===== src/rtl/rv32ic_fetch_align_pkg.sv =====
// Shared types and helpers for the RV32IC fetch aligner.
// Latency: n/a (types, constants and a pure function only).
// Backpressure: n/a.
// Contents: RV_HW_W, rv_halfword_t, rv32ic_t (raw instruction view), rv_is_compressed().
package rv32ic_fetch_align_pkg;

  localparam int RV_HW_W = 16;

  typedef logic [RV_HW_W-1:0] rv_halfword_t;

  // Raw instruction as handed to decode; compressed ones are zero-extended
  // and expanded further downstream.
  typedef logic [31:0] rv32ic_t;

  // RVC encodings use quadrants 0..2; quadrant 3 marks a 32-bit instruction.
  function automatic logic rv_is_compressed(input rv_halfword_t hw);
    return (hw[1:0] != 2'b11);
  endfunction

endpackage


===== src/rtl/rv32ic_fetch_align.sv =====
// Splits word-aligned fetch words into halfwords and presents one whole RVC or 32-bit instruction.
// Latency: a word accepted at edge N makes its instruction visible in cycle N+1.
// Backpressure: fetch_ready only while <=1 halfword is buffered; the instruction holds until instr_ready.
// Ports: clk, reset_n (sync, active low), redirect_valid/redirect_pc (flush + restart),
//        fetch_valid/fetch_addr/fetch_data/fetch_ready (word in),
//        instr_valid/instr_ready/instr/instr_pc/instr_compressed (instruction out).
module rv32ic_fetch_align
  import rv32ic_fetch_align_pkg::*;
#(
  parameter logic [31:0] RESET_PC = 32'h0000_0000
) (
  input  logic        clk,
  input  logic        reset_n,
  input  logic        redirect_valid,
  input  logic [31:0] redirect_pc,
  input  logic        fetch_valid,
  input  logic [31:0] fetch_addr,
  input  logic [31:0] fetch_data,
  output logic        fetch_ready,
  output logic        instr_valid,
  input  logic        instr_ready,
  output rv32ic_t     instr,
  output logic [31:0] instr_pc,
  output logic        instr_compressed
);

  // Halfword buffer, hb[0] is the oldest; only the first cnt entries are live.
  rv_halfword_t hb   [3];
  rv_halfword_t hb_n [3];
  logic [1:0]   cnt;
  logic [31:0]  buf_pc;    // byte PC of hb[0]
  logic [31:0]  exp_addr;  // next word address we are willing to take
  logic         skip_lo;   // next accepted word starts at its upper halfword

  logic         head_c;
  logic         consume;
  logic         accept;
  logic [1:0]   n_cons;
  logic [1:0]   n_app;
  logic [1:0]   rem;

  assign head_c = rv_is_compressed(hb[0]);

  // Decode gating depends on registers and redirect only, never on instr_ready.
  assign fetch_ready = reset_n & ~redirect_valid & (cnt <= 2'd1);
  assign instr_valid = reset_n & (((cnt != 2'd0) & head_c) | (cnt >= 2'd2));

  assign instr            = head_c ? {16'h0000, hb[0]} : {hb[1], hb[0]};
  assign instr_pc         = buf_pc;
  assign instr_compressed = head_c;

  // A redirect cancels any handshake that happens in the same cycle.
  assign consume = instr_valid & instr_ready & ~redirect_valid;
  // Words whose address is not the expected one are stale (pre-redirect) and
  // are swallowed without touching state.
  assign accept  = fetch_valid & fetch_ready & (fetch_addr == exp_addr);

  assign n_cons = consume ? (head_c ? 2'd1 : 2'd2) : 2'd0;
  assign n_app  = accept ? (skip_lo ? 2'd1 : 2'd2) : 2'd0;
  assign rem    = cnt - n_cons;

  // Pop from the head, then append after whatever remains. Accept implies
  // cnt<=1, so rem is 0 or 1 and the append never overruns the 3 entries.
  always_comb begin
    hb_n[0] = hb[0];
    hb_n[1] = hb[1];
    hb_n[2] = hb[2];
    case (n_cons)
      2'd1: begin
        hb_n[0] = hb[1];
        hb_n[1] = hb[2];
      end
      2'd2: hb_n[0] = hb[2];
      default: ;
    endcase
    if (accept) begin
      if (skip_lo) begin
        if (rem == 2'd0) hb_n[0] = fetch_data[31:16];
        else             hb_n[1] = fetch_data[31:16];
      end else begin
        if (rem == 2'd0) begin
          hb_n[0] = fetch_data[15:0];
          hb_n[1] = fetch_data[31:16];
        end else begin
          hb_n[1] = fetch_data[15:0];
          hb_n[2] = fetch_data[31:16];
        end
      end
    end
  end

  // Buffer contents are qualified by cnt, so they need no reset.
  always_ff @(posedge clk) begin
    hb[0] <= hb_n[0];
    hb[1] <= hb_n[1];
    hb[2] <= hb_n[2];
  end

  always_ff @(posedge clk) begin
    if (!reset_n) begin
      cnt      <= 2'd0;
      exp_addr <= RESET_PC & ~32'h3;
      skip_lo  <= RESET_PC[1];
      buf_pc   <= RESET_PC & ~32'h1;
    end else if (redirect_valid) begin
      cnt      <= 2'd0;
      exp_addr <= redirect_pc & ~32'h3;
      skip_lo  <= redirect_pc[1];
      buf_pc   <= redirect_pc & ~32'h1;
    end else begin
      cnt <= rem + n_app;
      if (accept) begin
        exp_addr <= exp_addr + 32'd4;
        skip_lo  <= 1'b0;
      end
      if (consume) begin
        buf_pc <= buf_pc + (head_c ? 32'd2 : 32'd4);
      end
    end
  end

endmodule

===== config.mk =====
export PLATFORM = sky130hd
export DESIGN_NAME = rv32ic_fetch_align
export DESIGN_NICKNAME = d
export VERILOG_FILES = /design/src/rtl/rv32ic_fetch_align_pkg.sv /design/src/rtl/rv32ic_fetch_align.sv
export SDC_FILE = /design/constraint.sdc
export NUM_CORES = 1
export LEC_CHECK = 0
export CAP_MARGIN = 40
export CELL_PAD_IN_SITES_DETAIL_PLACEMENT = 2
export CELL_PAD_IN_SITES_GLOBAL_PLACEMENT = 2
export CORE_ASPECT_RATIO = 2
export CORE_UTILIZATION = 26
export DETAILED_ROUTE_END_ITERATION = 8
export PLACE_DENSITY = 0.81
export SETUP_SLACK_MARGIN = 0.2
export SYNTH_ARGS = -nofsm -noshare
export SYNTH_HDL_FRONTEND = slang
export SYNTH_SLANG_ARGS = --single-unit

===== constraint.sdc =====
create_clock -name clk -period 3.8 [get_ports clk]
set_input_delay 0.38 -clock clk [delete_from_list [all_inputs] [get_ports clk]]
set_output_delay 0.38 -clock clk [all_outputs]
set_load 0.03 [all_outputs]

==> out/metrics.cfg <==
[run_status]
status=complete, no violations

[setup_path]
rr_startpoint=cnt[0]
slowest_stage=a21boi_0
reg2regPathDepth=11
endpoint=hb[0][27]
cp.arrival_ns=3.43
cp_max_fo=16
r2r_end=hb[0][27]
crit_type=flip-flop to flip-flop
setup.worst_path.start_class=flip-flop
cp.required_ns=4.05
worstSetupEndpointType=flip-flop
cpMostUsedCell=nand2b_1
crit_chain=a21boi_0, o2111ai_2, nand2b_1, inv_1, ha_1, nand2b_1, mux2i_4, buf_4, nand2_1, a21oi_1, a311o_1
rrSetupSlack_ns=0.61
critical_path.startpoint=cnt[0]
critical_path.max_stage_delay_ns=0.62

[synth]
syn_avg_cell_area_sq_um=8.391
synthesis.nets=908
muxShareOfSynthArea_pct=8.042
ys_ff_latch=112
synthSimpleGateAreaFrac_pct=19.83
synth_top_family_by_area=compound AO/OA/AOI/OAI gates
synth_xor_area_share_pct=8.470
ys_seq_area_share_pct=35.74
synth-edff-count=16
synth_compound_area_share_pct=20.31
synthFlopType=dfxtp_1
yosysWarnings=0
ys_top_cells_by_area=dfxtp_1 29%, mux2i_1 8.0%, edfxtp_1 7.1%
synth_fa_ha_area_share_pct=1.229
syn_inst=801
synth_area_sq_um=6721
synth_top_area_cell=dfxtp_1
synth_top_area_share_pct=28.59
yosysUniqueCellTypes=57
async_reset_ff_share_pct=0

[sta]
worst_slew_pin_slew_ns=0.7797
hold_violations=0
fin_setup_tns_ns=0
drv_slew=0
clock_skew_ns=0.01228
rsz0062_at_grt=false
finalWorstPathRequiredPeriod_ns=3.185
fin_crit_sh_pct=83.82
relSlewSlack_pct=48.02
final-setup-viol-count=0
max_freq_ghz=0.3140

[cts]
cts_setup_buffers=0
cts.sinks=112
clockRootBuffer=clkbuf_16
clockBufferDepth=2
cts_buffers=9
cts_tree=done
htreeDepth=3
cts_resized=0
worstSkewPairLatency_ns=0.36
cts.reportedPaths.clkPinSlew_ns=0.08
cts-hold-fix-buffers=0

[global_route]
grt_pass1_wl_mm=42.75
grt_pass1_vias=7477
grt.overflow.total=0
grt_max_degree=71
track_usage_pct=21.51
antenna_found_initial=0

[final_layout]
antenna-diode-count=0
area_growth_pct=33.73
drive_gt1_share_pct=6.589
layout_common_cells=165 x clkdlybuf4s50_1, 95 x dfxtp_1, 92 x a21oi_1, 88 x nand2_1, 53 x mux2i_1
nNetsFinal=1043
final_common_cell=clkdlybuf4s50_1

[run]
drv_cap=0

[drt]
dr.first_iter.drc_count=231
firstDrtPassIters=4
wl_per_cell_microns=21.84
ant_nets=0
num_vias=6771
drc_errors=0
vias_per_cell=5.302
routed_wl_mm=27.90

[placed_design]
portBuffers=165
routabilityCongestion=0.7919
dpl.hpwl_mm=21.59

[floorplanning]
num_io_pins=168
initial_utilization_pct=26.63
fp-row-count=82
die_h_microns=229.4
fp.coreArea_sq_um=25240
dieArea_sq_um=26540
die_w_microns=115.7

[power]
ir_drop_mv=0.1848
p_leak_nw=3.254
power_mw=2.702
p_per_area_nw_per_um2=300.6

[hold_path]
holdCritPathClass=flip-flop to flip-flop

[worst max-delay path: cells and delay by family (launching register included)]
family	cells	cell delay, ns
compound gates	4	1.26
fa+ha+maj	1	0.26
buf+inv	2	0.28
flops	1	0.34
mux	1	0.11
simple gates	3	0.81
[flip-flops by register name, indices dropped and copies added (netlist names)]
name	cells
cnt	2
exp_addr	30
hb	48
instr_pc	31
skip_lo	1
[metrics by stage]
step,setup slack (ns),util (%),instances,area (sq um),hold slack (ns)
floorplan,0.2427,-,801,6730,0.4789
global placement,0.5677,34.49,1261,8706,0.5003
detailed placement,0.4595,34.49,1261,8706,0.5090
CTS,0.5788,35.61,1277,8989,0.5221
global route,0.3407,35.61,1277,8989,0.5677
finish,0.6149,35.61,1277,8989,0.5197
[cells by family after synthesis]
family                   count (synthesis)
AND/OR/NAND/NOR                        263
AO/OA/AOI/OAI                          211
flip-flops                             112
buffers and inverters                   89
XOR/XNOR                                65
multiplexers                            54
adder cells (fa/ha/maj)                  6
other                                    1
[how the worst min path moves through the flow]
stage	depth (start not counted)	to	slack (ns)	startpoint
after floorplan	0	hb[0][32]	0.48	fetch_data[16]
after global placement	2	exp_addr[9]	0.50	exp_addr[9]
after detailed placement	2	exp_addr[9]	0.51	exp_addr[9]
after CTS	2	exp_addr[9]	0.52	exp_addr[9]
after global routing	2	exp_addr[9]	0.57	exp_addr[9]
final	2	exp_addr[9]	0.52	exp_addr[9]
[synthesized netlist by cell type (18+ instances only)]
cell type and instances:
and3_1 26, buf_4 18, xor2_1 30, nor3_1 28, nor2_1 33, nand2_1 88, nand3_1 33, xnor2_1 35
clkbuf_1 43, o21ai_0 30, a21oi_1 92, dfxtp_1 96, mux2i_1 54
[metal layers]
| metal | routed length, microns | vias to the layer above | GRT usage, % |
|---|---|---|---|
| met1 | 9940 | 3373 | 20.88 |
| li1 | - | 3212 | - |
| met2 | 16330 | 140 | 43.88 |
| met4 | 1005 | 0 | 9.375 |
| met3 | 617 | 46 | 1.799 |
| met5 | 0 | - | 0 |
[cell type report]
class	count	area, sq um
clock inverters	6	43.79
inverters	18	67.56
flip-flops and latches	112	2404
repair buffers	195	1889
multi-input cells	600	3925
fillers	2905	16250
clock buffers	10	239.0
well taps	336	420.4
[where the power goes]
| part | switching, mW | internal (mW) |
|---|---|---|
| logic | 0.224 | 0.215 |
| clock network | 0.484 | 0.467 |
| registers | 0.0675 | 1.24 |
| total | 0.776 | 1.93 |
Power figures use the tool's default switching activity.
